==> config.mk <==
export PLATFORM = sky130hd
export DESIGN_NAME = vga_timing_ctrl
export DESIGN_NICKNAME = d
export VERILOG_FILES = /design/src/rtl/vga_timing_pkg.sv /design/src/rtl/vga_line_counter.sv /design/src/rtl/vga_timing_ctrl.sv
export SDC_FILE = /design/constraint.sdc
export NUM_CORES = 1
export LEC_CHECK = 0
export ABC_AREA = 1
export CAP_MARGIN = 20
export CORE_ASPECT_RATIO = 0.75
export CORE_UTILIZATION = 58
export DETAILED_ROUTE_END_ITERATION = 8
export PLACE_DENSITY = 0.84
export SYNTH_ARGS = -nofsm -noshare
export SYNTH_HDL_FRONTEND = slang
export SYNTH_SLANG_ARGS = --single-unit
==> constraint.sdc <==
create_clock -name clk -period 4.8 [get_ports clk]
set_input_delay 0.72 -clock clk [delete_from_list [all_inputs] [get_ports clk]]
set_output_delay 0.72 -clock clk [all_outputs]
set_load 0.02 [all_outputs]
==> src/rtl/vga_timing_pkg.sv <==
// Shared constants for the 640x480 VGA timing generator: counter widths,
// phase boundaries (last count of each phase) and FSM state encodings.
package vga_timing_pkg;

  localparam int unsigned HCNT_W = 12;
  localparam int unsigned VCNT_W = 10;

  // Horizontal phases, in clk (4 clk per pixel)
  localparam int unsigned H_DISP_LAST  = 2559;
  localparam int unsigned H_FP_LAST    = 2623;
  localparam int unsigned H_SYNC_LAST  = 3007;
  localparam int unsigned H_TOTAL_LAST = 3199;

  // Vertical phases, in lines
  localparam int unsigned V_DISP_LAST  = 479;
  localparam int unsigned V_FP_LAST    = 489;
  localparam int unsigned V_SYNC_LAST  = 491;
  localparam int unsigned V_TOTAL_LAST = 520;

  // FSM state encodings
  localparam int unsigned ST_W = 2;
  localparam logic [1:0] ST_IDLE      = 2'd0;
  localparam logic [1:0] ST_RUN       = 2'd1;
  localparam logic [1:0] ST_STOP_PEND = 2'd2;

endpackage

==> src/rtl/vga_line_counter.sv <==
// Vertical line counter: advances once per completed line, wraps after the
// last line of the frame, and is held at zero while cleared.
module vga_line_counter
  import vga_timing_pkg::*;
(
  input  logic              clk,
  input  logic              reset,
  input  logic              clear,
  input  logic              line_end,
  output logic [VCNT_W-1:0] v_cnt
);

  localparam logic [VCNT_W-1:0] V_TOTAL_C = VCNT_W'(V_TOTAL_LAST);

  logic [VCNT_W-1:0] v_cnt_q;
  logic [VCNT_W-1:0] v_cnt_d;

  // Next line number: clear wins, otherwise step/wrap on each line end
  always_comb begin
    v_cnt_d = v_cnt_q;
    if (clear) begin
      v_cnt_d = '0;
    end else if (line_end) begin
      v_cnt_d = (v_cnt_q == V_TOTAL_C) ? '0 : v_cnt_q + 1'b1;
    end
  end

  // Line count register
  always_ff @(posedge clk or negedge reset) begin
    if (!reset) begin
      v_cnt_q <= '0;
    end else begin
      v_cnt_q <= v_cnt_d;
    end
  end

  assign v_cnt = v_cnt_q;

endmodule

==> src/rtl/vga_timing_ctrl.sv <==
// VGA 640x480 timing generator at 4 clk per pixel. A three-state FSM gates
// the horizontal/vertical counters; every output is a registered decode of
// the counters held in the previous cycle. Dropping enable lets the current
// frame finish; the generator parks in IDLE at the frame wrap.
module vga_timing_ctrl
  import vga_timing_pkg::*;
#(
  // Last clk of each horizontal phase. Defaults give the standard 800-pixel
  // line; a shorter line can be configured by overriding them.
  parameter int unsigned H_DISP_END  = H_DISP_LAST,
  parameter int unsigned H_FP_END    = H_FP_LAST,
  parameter int unsigned H_SYNC_END  = H_SYNC_LAST,
  parameter int unsigned H_TOTAL_END = H_TOTAL_LAST
) (
  input  logic            clk,
  input  logic            reset,
  input  logic            enable,
  output logic            hsync,
  output logic            vsync,
  output logic            disp_en,
  output logic [9:0]      pixel_x,
  output logic [9:0]      pixel_y,
  output logic            pixel_tick,
  output logic            frame_start,
  output logic            busy,
  output logic [ST_W-1:0] dbg_state
);

  localparam logic [HCNT_W-1:0] H_DISP_C  = HCNT_W'(H_DISP_END);
  localparam logic [HCNT_W-1:0] H_FP_C    = HCNT_W'(H_FP_END);
  localparam logic [HCNT_W-1:0] H_SYNC_C  = HCNT_W'(H_SYNC_END);
  localparam logic [HCNT_W-1:0] H_TOTAL_C = HCNT_W'(H_TOTAL_END);
  localparam logic [VCNT_W-1:0] V_DISP_C  = VCNT_W'(V_DISP_LAST);
  localparam logic [VCNT_W-1:0] V_FP_C    = VCNT_W'(V_FP_LAST);
  localparam logic [VCNT_W-1:0] V_SYNC_C  = VCNT_W'(V_SYNC_LAST);
  localparam logic [VCNT_W-1:0] V_TOTAL_C = VCNT_W'(V_TOTAL_LAST);

  logic [ST_W-1:0]   state_q, state_d;
  logic [HCNT_W-1:0] h_cnt_q, h_cnt_d;
  logic [VCNT_W-1:0] v_cnt;
  logic              running;
  logic              line_end;
  logic              frame_end;

  logic       hsync_q, hsync_d;
  logic       vsync_q, vsync_d;
  logic       disp_en_q, disp_en_d;
  logic [9:0] pixel_x_q, pixel_x_d;
  logic [9:0] pixel_y_q, pixel_y_d;
  logic       pixel_tick_q, pixel_tick_d;
  logic       frame_start_q, frame_start_d;
  logic       busy_q, busy_d;

  assign running   = (state_q == ST_RUN) || (state_q == ST_STOP_PEND);
  assign line_end  = running && (h_cnt_q == H_TOTAL_C);
  assign frame_end = line_end && (v_cnt == V_TOTAL_C);

  // FSM: a stop request only takes effect at the frame wrap, including when
  // it arrives on the very last cycle of the frame
  always_comb begin
    state_d = state_q;
    case (state_q)
      ST_IDLE:      if (enable) state_d = ST_RUN;
      ST_RUN:       if (!enable) state_d = frame_end ? ST_IDLE : ST_STOP_PEND;
      ST_STOP_PEND: begin
        if (frame_end) begin
          state_d = ST_IDLE;
        end else if (enable) begin
          state_d = ST_RUN;
        end
      end
      default:      state_d = ST_IDLE;
    endcase
  end

  // Horizontal count: runs only while active, held at zero in IDLE
  always_comb begin
    h_cnt_d = '0;
    if (running && !line_end) begin
      h_cnt_d = h_cnt_q + 1'b1;
    end
  end

  // State and horizontal counter registers
  always_ff @(posedge clk or negedge reset) begin
    if (!reset) begin
      state_q <= ST_IDLE;
      h_cnt_q <= '0;
    end else begin
      state_q <= state_d;
      h_cnt_q <= h_cnt_d;
    end
  end

  vga_line_counter u_line_counter (
    .clk      (clk),
    .reset    (reset),
    .clear    (!running),
    .line_end (line_end),
    .v_cnt    (v_cnt)
  );

  // Output decode of the current counters; idle levels when not running
  always_comb begin
    hsync_d       = 1'b1;
    vsync_d       = 1'b1;
    disp_en_d     = 1'b0;
    pixel_x_d     = '0;
    pixel_y_d     = '0;
    pixel_tick_d  = 1'b0;
    frame_start_d = 1'b0;
    busy_d        = 1'b0;
    if (running) begin
      busy_d        = 1'b1;
      hsync_d       = !((h_cnt_q > H_FP_C) && (h_cnt_q <= H_SYNC_C));
      vsync_d       = !((v_cnt > V_FP_C) && (v_cnt <= V_SYNC_C));
      disp_en_d     = (h_cnt_q <= H_DISP_C) && (v_cnt <= V_DISP_C);
      pixel_tick_d  = (h_cnt_q[1:0] == 2'd0);
      frame_start_d = (h_cnt_q == '0) && (v_cnt == '0);
      if (disp_en_d) begin
        pixel_x_d = h_cnt_q[HCNT_W-1:2];
        pixel_y_d = v_cnt;
      end
    end
  end

  // Output registers: one clk behind the counters they decode
  always_ff @(posedge clk or negedge reset) begin
    if (!reset) begin
      hsync_q       <= 1'b1;
      vsync_q       <= 1'b1;
      disp_en_q     <= 1'b0;
      pixel_x_q     <= '0;
      pixel_y_q     <= '0;
      pixel_tick_q  <= 1'b0;
      frame_start_q <= 1'b0;
      busy_q        <= 1'b0;
    end else begin
      hsync_q       <= hsync_d;
      vsync_q       <= vsync_d;
      disp_en_q     <= disp_en_d;
      pixel_x_q     <= pixel_x_d;
      pixel_y_q     <= pixel_y_d;
      pixel_tick_q  <= pixel_tick_d;
      frame_start_q <= frame_start_d;
      busy_q        <= busy_d;
    end
  end

  assign hsync       = hsync_q;
  assign vsync       = vsync_q;
  assign disp_en     = disp_en_q;
  assign pixel_x     = pixel_x_q;
  assign pixel_y     = pixel_y_q;
  assign pixel_tick  = pixel_tick_q;
  assign frame_start = frame_start_q;
  assign busy        = busy_q;
  assign dbg_state   = state_q;

endmodule

==> results of run 1 <==
-- report_power, final --
group,leakage (nW),internal [mW],switching (mW)
clock,0.0554,0.156,0.132
sequential,0.679,0.454,0.0250
combinational,0.513,0.113,0.234
total,1.25,0.723,0.391
-- Yosys cell counts (all sizes together) --
cell type,count,area [µm²]
a2111oi,1,8.76
a21oi,9,45.0
buf,2,22.5
clkbuf,1,5.00
conb,1,3.75
dfrtp,48,1200
dfstp,2,52.6
ha,10,125
inv,38,143
nand2,35,144
nand3,12,75.1
nand4,4,40.0
nor2,41,169
nor3,9,60.1
nor4,1,6.26
o211ai,1,7.51
o21a,1,7.51
o21ai,13,68.8
o21bai,3,22.5
o22ai,7,43.8
or2,1,6.26
xnor2,1,8.76
xor2,3,26.3
-- flip-flops by register name (all words and copies together), names as in the netlist --
signal and count:
busy 1, pixel_x 10, disp_en 1, vsync 1, hsync 1, h_cnt_q 12, frame_start 1, pixel_y 10
pixel_tick 1, u_line_counter.v_cnt 10, dbg_state 2
-- worst max-delay path by stage --
stage                       from      endpoint  slack, ns  cells past startpoint
global placement          enable  dbg_state[1]       2.90                      7
CTS                        hsync         hsync       2.65                      1
finish                     hsync         hsync       2.66                      1
global route               hsync         hsync       2.62                      1
detailed placement        enable  dbg_state[1]       2.82                      7
floorplan           dbg_state[0]         hsync       3.13                      6
-- metal layers --
| metal | track usage (%) | up-vias | share of wire, % | routed length (µm) |
|---|---|---|---|---|
| li1 | - | 845 | - | - |
| met1 | 35.2 | 796 | 48 | 2050 |
| met2 | 34.4 | 42 | 46 | 1970 |
| met3 | 5.03 | 4 | 4.6 | 194 |
| met4 | 6.74 | 0 | 0.68 | 29 |
| met5 | 0 | - | 0 | 0 |
-- layout make-up --
cell class / count / area share (%)
sequential: 50 / 45.5
multi-input combinational: 153 / 31.5
timing repair buffer: 31 / 11.4
inverter: 38 / 5.17
clock buffer: 6 / 2.63
tap: 52 / 2.36
clock inverter: 2 / 1.41
-- metrics by stage --
stage	util (%)	area, µm²	setup slack, ns
finish	74.3	2760	2.66
global route	74.3	2760	2.62
CTS	73.8	2740	2.65
detailed placement	70.8	2630	2.82
global placement	70.8	2630	2.90
floorplan	-	2290	3.13
-- cell families after synthesis --
kind of cell             Yosys count  share of synthesized area, %
AO/OA/AOI/OAI                     35                          8.90
XOR/XNOR                           4                          1.53
adder cells (fa/ha/maj)           10                          5.46
buffers and inverters             41                          7.42
flip-flops                        50                          54.7
other                              1                         0.164
AND/OR/NAND/NOR                  103                          21.8
==> key figures, run 1 <==
Drt
  – Detail Route Antenna Nets: 0
  – Vias/cell: between 5 and 6
  – Routed len/inst: between 10 and 15 µm
  – Final wirelength: between 4000 and 5000 µm
  – Drt drc: 0
  – Vias: about 1700
  – Drt initial violations: 173
  – First-pass DRT Iterations: 4

Global routing
  – Congestion Overflow GR: 0
  – Initial antenna violation count: 0
  – Vias in the first global route: roughly 1600
  – GR Util All Layers: a little under a quarter
  – First-pass GRT wire length: 7280 µm
  – Largest net degree at the start of global routing: between 50 and 60

Floorplan
  – Die area: about 4200 µm²
  – Initial Utilization: 61.8%
  – Chip Width: 74.6 µm
  – Cell Rows: 19
  – CORE AREA: 3710 µm²
  – Number of I/O pins: 31
  – Die height: approximately 56 µm

Worst setup path
  – Critical-path cell list: clkdlybuf4s50_1
  – RR Startpoint: dbg_state[0]
  – CP Capture Type: output pin
  – WS Path Type: flip-flop to output pin
  – Worst path max stage delay: approximately 0.60 ns
  – Worst reg-to-reg setup slack: 3.00 ns
  – CP bufs+invs: 1
  – Nature of the critical path startpoint: flip-flop
  – Crit path DAT: around 1.4 ns
  – R2r endpoint: hsync
  – Cell family with most CP delay: buffers and inverters
  – R2R cell count: 5
  – Max FO, Critical Path: 1
  – Critical path's slowest cell: clkdlybuf4s50_1
  – Required @ worst endpoint: ~4.1 ns

Synth
  – Yosys cell types: 33
  – Post-synthesis net count: 257
  – YS warnings: 0
  – Cell count after synthesis: 244
  – Syn avg cell area: 9.39 µm²
  – Register area share after synthesis: 54.7%
  – Yosys reg bits: 50
  – Mapped cell area: ~2300 µm²

Clock network
  – TritonCTS Buffers: 5
  – Cts repair resizes: 0
  – CTS tree: yes
  – Post-CTS Setup Bufs: 0
  – Cts hold-fix bufs: 0
  – Clock Sinks: 50
  – Reg clk slew, reported paths: 0.08 ns
  – CTS Buffer Depth: 2
  – CTS H-Tree Depth: 2
  – Clk Latency, worst-skew pair: 0.30 ns
  – Root Buffer: clkbuf_8

Cells and area
  – Fill cells: 277
  – Register area: ~1300 µm²
  – Most frequent cells in the layout: dfrtp_1 (48), nor2_1 (37), inv_1 (36), nand2_1 (32), clkdlybuf4s50_1 (29)
  – ANT cells: 0
  – Non-filler instance count after layout: roughly 330
  – Area Overhead vs Synth: 20.3%
  – Fin nets: 292
  – Area of the multi-input gates: just under 900 µm²
  – Layout cell share with drive strength beyond 1: between 10% and 20%
  – Commonest non-fill, non-tap cell in the layout: dfrtp_1

Outcome
  – Outcome: complete, no violations

STA
  – Hold slack final: 0.272 ns
  – Final hold vios: 0
  – F_max: 0.467 GHz
  – TNS Setup: 0 ns
  – Max Slew Vio Count: 0
  – Setup-failing EPs final: 0
  – Clock Skews: between 0.01 and 0.015 ns
  – RSZ-0062 raised after global routing: false
  – Period minus WS final: ~2.1 ns
  – Tcrit/Tclk final: roughly 45%

Power
  – Power density cells: just over 400 nW/µm²
  – Static Leak: 1.25 nW
  – VDD IR max: a little over 0.0004 V
  – Total design power: roughly 1.1 mW

Place
  – Placed cells: 323
  – Port Buffer Count: 30
  – RePlAce Congestion: between 0.8 and 0.9
  – Final HPWL DP: ~3000 µm

Flow run
  – Max Cap Viol: 0

Worst hold path
  – Hold Path Class: input port to async pin
Note: power is estimated with default switching activity, not from simulation.
==> run 2: changes to the inputs <==
--- a/config.mk
+++ b/config.mk
@@ -8,9 +8,9 @@
 export ABC_AREA = 1
 export CAP_MARGIN = 20
 export CORE_ASPECT_RATIO = 0.75
-export CORE_UTILIZATION = 58
+export CORE_UTILIZATION = 54
 export DETAILED_ROUTE_END_ITERATION = 8
-export PLACE_DENSITY = 0.84
+export PLACE_DENSITY = 0.79
 export SYNTH_ARGS = -nofsm -noshare
 export SYNTH_HDL_FRONTEND = slang
 export SYNTH_SLANG_ARGS = --single-unit
==> constraint.sdc (replaced) <==
create_clock -name clk -period 2 [get_ports clk]
set_input_delay 0.3 -clock clk [delete_from_list [all_inputs] [get_ports clk]]
set_output_delay 0.3 -clock clk [all_outputs]
set_load 0.02 [all_outputs]
==> key figures, run 2 (same netlist as run 1, synthesis figures left out) <==
STA
  – TNS Setup: 0 ns (unchanged)
  – Period minus WS final: roughly 1.9 ns
  – Setup-failing EPs final: 0 (unchanged)
  – Tcrit/Tclk final: a little over nine tenths
  – Hold slack final: 0.491 ns (+0.219 ns)
  – RSZ-0062 raised after global routing: false
  – Clock Skews: 0.00841 ns (-0.00465 ns)
  – Final hold vios: 0 (unchanged)
  – Worst-margin pin slew: around 0.51 ns
  – Slew HR: between 60% and 70%
  – F_max: 0.524 GHz
  – Max Slew Vio Count: 0 (unchanged)

Global routing
  – Initial antenna violation count: 0 (unchanged)
  – Largest net degree at the start of global routing: 30 (-41%)
  – GR Util All Layers: 20.6% (-2.8 points)
  – Vias in the first global route: 1531 (-1.9%)
  – Congestion Overflow GR: 0 (unchanged)
  – First-pass GRT wire length: 7210 µm (-0.95%)

Power
  – Clock Power Share: 23.5% (-2.4 points)
  – Switching part of the total: 36.3% (+1.2 points)
  – Flop pwr share: 44.2% (+1.2 points)
  – P_sw: 0.938 mW (+140%)
  – VDD IR max: 0.000658 V (+60%)
  – Pint: 1.65 mW (+130%)
  – Power density cells: 937 nW/µm² (+130%)
  – Static Leak: 1.25 nW (about the same)
  – Combinational share of power: 32.3% (+1.2 points)

Cells and area
  – Largest Register: h_cnt_q
  – ANT cells: 0 (unchanged)
  – Fill cells: 337 (+22%)
  – Area of the multi-input gates: 868 µm² (unchanged)
  – Core Util, Final: 68.1% (-6.3 points)
  – Fin nets: 293 (+0.34%)
  – Max reg flops: 12 (unchanged)
  – Layout cell share with drive strength beyond 1: 10.7% (+0.32 points)
  – Register area: 1250 µm² (unchanged)
  – Most frequent cells in the layout: dfrtp_1 (48), nor2_1 (37), inv_1 (36), nand2_1 (32), clkdlybuf4s50_1 (29)
  – Area Overhead vs Synth: 20.4% (about the same)
  – Commonest non-fill, non-tap cell in the layout: dfrtp_1

Clock network
  – Clk Latency, worst-skew pair: 0.30 ns (about the same)
  – TritonCTS Buffers: 5 (unchanged)
  – Post-CTS Setup Bufs: 0 (unchanged)
  – Root Buffer: clkbuf_8
  – Reg clk slew, reported paths: 0.09 ns (about the same)
  – Cts repair resizes: 0 (unchanged)
  – CTS H-Tree Depth: 2 (unchanged)
  – Clock Sinks: 50 (unchanged)
  – CTS Buffer Depth: 2 (unchanged)
  – CTS tree: yes

Drt
  – Detail Route Antenna Nets: 0 (unchanged)
  – Vias: 1700 (+0.77%)
  – Routed len/inst: 12.3 µm (-3.5%)
  – Vias/cell: 5.06 (-0.43%)
  – First-pass DRT Iterations: 4 (unchanged)
  – Drt drc: 0 (unchanged)
  – Final wirelength: 4140 µm (-2.4%)
  – Drt initial violations: 169 (-2.3%)

Worst setup path
  – RR Startpoint: dbg_state[0]
  – Crit path DAT: 2.07 ns (+0.65 ns)
  – Worst setup path end: frame_start
  – Required @ worst endpoint: 2.17 ns (-1.91 ns)
  – R2r endpoint: frame_start
  – Setup crit start: dbg_state[0]
  – Nature of the critical path startpoint: flip-flop
  – WS Path Type: flip-flop to flip-flop
  – Worst path max stage delay: 0.51 ns (-0.09 ns)
  – Worst reg-to-reg setup slack: 0.09 ns (-2.91 ns)
  – R2R cell count: 6 (+1)
  – Most used cell, CP: inv_1
  – Critical path's slowest cell: ha_1
  – Max FO, Critical Path: 7 (+6)
  – CP Capture Type: flip-flop
  – Critical-path cell list: inv_1, ha_1, inv_1, nor2_1, nand3_1, nor4_1

Floorplan
  – Chip Width: 77.2 µm (+3.5%)
  – Die area: 4510 µm² (+7.2%)
  – Initial Utilization: 56.5% (-5.3 points)
  – Die height: 58.4 µm (+3.5%)
  – Cell Rows: 20 (+1)
  – Number of I/O pins: 31 (unchanged)
  – CORE AREA: 4050 µm² (+9.3%)

Place
  – Final HPWL DP: 3080 µm (+1.4%)
  – Port Buffer Count: 30 (unchanged)
  – RePlAce Congestion: 0.889 (+3.4%)

Outcome
  – Outcome: complete, no violations

Worst hold path
  – Hold Path Class: flip-flop to flip-flop

Flow run
  – Max Cap Viol: 0 (unchanged)
[run 2: stage by stage]
step	power, mW	area, µm²	std cells	worst slack, ns
after detailed placement	2.00	2650	327	0.175
after CTS	2.61	2760	336	0.113
after floorplan	1.79	2290	244	0.327
final	2.58	2760	336	0.0932
after global routing	2.76	2760	336	0.0128
after global placement	1.98	2650	327	0.276
[run 2: routing by layer]
| layer | part of all wire, % | global-route usage, % | up-vias |
|---|---|---|---|
| met2 | 43 | 30.7 | 55 |
| met1 | 50 | 31.6 | 793 |
| met3 | 5.4 | 3.72 | 4 |
| met5 | 0 | 0 | - |
| li1 | - | - | 848 |
| met4 | 0.68 | 4.85 | 0 |
[run 2: how the worst min path moves through the flow]
| stage | cells after the start | slack (ns) | endpoint | start |
|---|---|---|---|---|
| after CTS | 1 | 0.49 | h_cnt_q[0] | h_cnt_q[0] |
| after global placement | 1 | 0.30 | h_cnt_q[7] | reset |
| final | 1 | 0.49 | h_cnt_q[0] | h_cnt_q[0] |
| after global routing | 1 | 0.53 | h_cnt_q[0] | h_cnt_q[0] |
| after floorplan | 0 | 0.004 | busy | reset |
| after detailed placement | 1 | 0.30 | pixel_x[3] | reset |
[run 2: worst max-delay path, delay by kind of cell, from the launching register on]
family / cells / cell delay (ns)
buffers and inverters: 2 / 0.23
flip-flops: 1 / 0.44
adder cells (fa/ha/maj): 1 / 0.51
AND/OR/NAND/NOR: 3 / 0.60
[run 2: final cells by class]
class / count / share of cell area, %
multi-input cells: 153 / 31.5
flip-flops and latches: 50 / 45.4
clock inverters: 2 / 0.635
well taps: 55 / 2.49
clock buffers: 6 / 2.99
inverters: 38 / 5.17
repair buffers: 32 / 11.8
[run 2: timing repair]
| item | 4_1_cts | 5_1_grt |
|---|---|---|
| hold buffers | 1 | 0 |
| hold endpoints to repair | 21 | 0 |
| setup endpoints to repair | 0 | 0 |
[run 2: power by group through the flow]
stage / Sequential, mW / Clock (mW) / Combinational [mW]
floorplan: 1.23 / 0 / 0.559
global placement: 1.16 / 0 / 0.818
detailed placement: 1.16 / 0 / 0.837
CTS: 1.14 / 0.622 / 0.847
global route: 1.15 / 0.677 / 0.933
finish: 1.14 / 0.608 / 0.834
==> run 3: changes to the inputs <==
--- a/config.mk
+++ b/config.mk
@@ -8,9 +8,10 @@
 export ABC_AREA = 1
 export CAP_MARGIN = 20
 export CORE_ASPECT_RATIO = 0.75
-export CORE_UTILIZATION = 54
+export CORE_UTILIZATION = 55
 export DETAILED_ROUTE_END_ITERATION = 8
 export PLACE_DENSITY = 0.79
 export SYNTH_ARGS = -nofsm -noshare
 export SYNTH_HDL_FRONTEND = slang
+export SYNTH_HIERARCHICAL = 1
 export SYNTH_SLANG_ARGS = --single-unit
==> key figures, run 3 <==
Outcome
  – Outcome: complete, no violations

Clock network
  – Post-CTS Setup Bufs: 0 (unchanged)
  – Root Buffer: clkbuf_8
  – Clock Sinks: 50 (unchanged)
  – Clk Latency, worst-skew pair: 0.30 ns (about the same)
  – Reg clk slew, reported paths: 0.09 ns (about the same)
  – CTS H-Tree Depth: 2 (unchanged)
  – TritonCTS Buffers: 5 (unchanged)
  – CTS Buffer Depth: 2 (unchanged)
  – CTS tree: yes

Synth
  – Post-synthesis net count: 307 (+19%)
  – Cell count after synthesis: 296 (+21%)
  – Yosys reg bits: 50 (unchanged)
  – XOR/XNOR Fraction of Synth Area: 1.04% (-0.49 points)
  – Top_reg_cell synth: dfrtp_1
  – Post-Synth Adder-Cell Area: 3.97% (-1.5 points)
  – Synth top area share: 47.7% (-4.7 points)
  – YS warnings: 6 (+6)
  – Synth Area in Simple Gates: 32.0% (+10 points)
  – Synth Area in Compound Gates: 4.47% (-4.4 points)
  – Mapped cell area: 2520 µm² (+9.9%)
  – Largest family of logic cells by synthesized area: simple AND/OR/NAND/NOR gates
  – Commonest cells post-synth: nand2_1 (68), dfrtp_1 (48), inv_1 (42), nor2_1 (42), nand3_1 (13)
  – Cell taking the most area after synthesis: dfrtp_1
  – Yosys cell types: 30 (-9.1%)
  – Multiplexer area fraction after synthesis: 0% (unchanged)
  – Register area share after synthesis: 49.8% (-4.9 points)
  – Syn avg cell area: 8.51 µm² (-9.4%)
  – Top cells by area, synth: dfrtp_1 (48%), nand2_1 (10%), inv_1 (6.3%)
  – Top-count cell post-synth: nand2_1
  – Ys async rst share: 100% (unchanged)
  – Post-synth EDFFs: 0 (unchanged)

Power
  – VDD IR max: 0.000715 V (+8.7%)
  – Switching part of the total: 38.3% (+2.1 points)
  – Flop pwr share: 40.7% (-3.5 points)
  – Power density cells: 941 nW/µm² (+0.49%)
  – Pint: 1.74 mW (+5.7%)
  – Total design power: 2.82 mW (+9.2%)
  – Combinational share of power: 37.3% (+5.0 points)
  – Clock Power Share: 22.0% (-1.5 points)
  – Static Leak: 1.37 nW (+9.6%)
  – P_sw: 1.08 mW (+15%)

STA
  – Slew HR: 62.0% (-4.0 points)
  – TNS Setup: 0 ns (unchanged)
  – Max Slew Vio Count: 0 (unchanged)
  – Worst-margin pin slew: 0.570 ns (+0.0600 ns)
  – Final hold vios: 0 (unchanged)
  – Hold slack final: 0.466 ns (-0.0247 ns)
  – Clock Skews: 0.00705 ns (-0.00135 ns)
  – Period minus WS final: 1.85 ns (-0.0583 ns)
  – Setup-failing EPs final: 0 (unchanged)
  – RSZ-0062 raised after global routing: false
  – Tcrit/Tclk final: 92.4% (-2.9 points)
  – F_max: 0.541 GHz (+3.2%)

Cells and area
  – Area Overhead vs Synth: 19.0%
  – ANT cells: 0 (unchanged)
  – Most frequent cells in the layout: nand2_1 (68), dfrtp_1 (48), inv_1 (42), nor2_1 (42), clkdlybuf4s50_1 (29)
  – Fin nets: 346 (+18%)
  – Layout cell share with drive strength beyond 1: 13.4% (+2.7 points)
  – Max reg flops: 12 (unchanged)
  – Largest Register: h_cnt_q
  – Commonest non-fill, non-tap cell in the layout: nand2_1

Worst setup path
  – Required @ worst endpoint: 2.24 ns (+0.07 ns)
  – WS Path Type: flip-flop to flip-flop
  – Critical-path cell list: inv_1, ha_1, inv_1, buf_4, inv_1, nand2_1, a21oi_2, nand2_1, nand2_1
  – RR Startpoint: dbg_state[1]
  – Crit path DAT: 2.09 ns (+0.02 ns)
  – CP Capture Type: flip-flop
  – Max FO, Critical Path: 7 (unchanged)
  – CP bufs+invs: 4 (+2)
  – Critical path's slowest cell: dfrtp_1
  – Worst reg-to-reg setup slack: 0.15 ns (+0.06 ns)
  – R2r endpoint: u_line_counter/v_cnt[1]
  – Worst path max stage delay: 0.45 ns (-0.06 ns)
  – Nature of the critical path startpoint: flip-flop
  – Cell family with most CP delay: buffers and inverters
  – R2R cell count: 9 (+3)

Drt
  – First-pass DRT Iterations: 5 (+1)
  – Final wirelength: 4970 µm (+20%)
  – Vias: 2008 (+18%)
  – Vias/cell: 5.14 (+1.5%)
  – Drt drc: 0 (unchanged)
  – Detail Route Antenna Nets: 0 (unchanged)
  – Drt initial violations: 167 (-1.2%)
  – Routed len/inst: 12.7 µm (+3.1%)

Worst hold path
  – Worst hold start: h_cnt_q[0]
  – WHS Path Cells: 1 (unchanged)
  – Hold Path Class: flip-flop to flip-flop
  – Hold worst-path end: h_cnt_q[0]

Global routing
  – Vias in the first global route: 1894 (+24%)
  – First-pass GRT wire length: 8690 µm (+20%)
  – GR Util All Layers: 24.1% (+3.4 points)
  – Congestion Overflow GR: 0 (unchanged)
  – Largest net degree at the start of global routing: 27 (-10%)
  – Initial antenna violation count: 0 (unchanged)

Floorplan
  – Chip Width: 80.2 µm (+3.8%)
  – Initial Utilization: 59.6% (+3.0 points)
  – Number of I/O pins: 31 (unchanged)
  – Die height: 60.6 µm (+3.8%)
  – Die area: 4860 µm² (+7.7%)
  – CORE AREA: 4230 µm² (+4.3%)
  – Cell Rows: 20 (unchanged)

Flow run
  – Max Cap Viol: 0 (unchanged)

Place
  – RePlAce Congestion: 0.919 (+3.3%)
  – Port Buffer Count: 30 (unchanged)
  – Final HPWL DP: 3840 µm (+25%)
[run 3: cell types whose count changed after synthesis, moves of 3 or more]
cell,change
o22ai_1,-7
nor2_1,+5
nor3_1,+3
nand2_1,+36
inv_1,+6
nand4_1,+7
nor2_2,+5
o21ai_0,-4
a21oi_1,-4
nand3_1,+4
[run 3: metal layers]
metal  routed length (µm)  global-route usage, %
met1                 2420                   34.0
met2                 2140                   37.2
met4                   47                   7.40
met3                  357                   6.02
met5                    0                      0
[run 3: metrics by stage]
step | utilization, % | setup slack (ns) | instance area (µm²) | std cells
finish | 70.9 | 0.152 | 3000 | 391
global route | 70.9 | 0.0104 | 3000 | 391
floorplan | - | 0.0879 | 2520 | 296
CTS | 70.9 | 0.164 | 3000 | 391
global placement | 68.3 | 0.282 | 2890 | 382
detailed placement | 68.3 | 0.186 | 2890 | 382
[run 3: layout make-up]
cell class	count	area, µm²
tap	55	68.8
sequential	50	1250
inverter	46	173
clock inverter	2	16.3
clock buffer	6	82.6
fill	320	1230
multi-input combinational	196	1050
timing repair buffer	36	355
[run 3: cell families (layout without fill, tap and decap cells)]
group / after synthesis / count (layout)
AOI/OAI and AO/OA: 18 / 18
xor gates and xnor gates: 3 / 3
and+or+nand+nor: 166 / 166
DFF: 50 / 50
other: 1 / 1
buffers and inverters: 50 / 90
adders and majority gates: 8 / 8
[run 3: power by group through the flow]
stage          sequential (mW)  clock, mW  combinational [mW]
4_1_cts                   1.15      0.628                1.05
6_report                  1.15      0.620                1.05
2_1_floorplan             1.23          0               0.656
3_5_place_dp              1.17          0                1.04
3_3_place_gp              1.16          0                1.00
5_1_grt                   1.16      0.670                1.15
[run 3: what timing repair did]
action / CTS / global route
gates resized for setup: 0 / 0
hold endpoints to repair: 5 / 0
hold buffers: 1 / 0
[run 3: worst register-to-register path, delay by kind of cell, from the launching register on]
family / cells / cell delay, ns
flops: 1 / 0.45
simple gates: 3 / 0.25
fa+ha+maj: 1 / 0.36
compound gates: 1 / 0.17
buf+inv: 4 / 0.57
[run 3: worst max-delay path by stage]
stage,start,endpoint,slack (ns),cells after the start
after global routing,dbg_state[1],u_line_counter/v_cnt[1],0.01,9
after CTS,dbg_state[1],u_line_counter/v_cnt[3],0.16,8
final,dbg_state[1],u_line_counter/v_cnt[1],0.15,9
after detailed placement,dbg_state[1],u_line_counter/v_cnt[3],0.19,8
after floorplan,dbg_state[0],u_line_counter/v_cnt[2],0.09,11
after global placement,dbg_state[1],u_line_counter/v_cnt[3],0.28,8
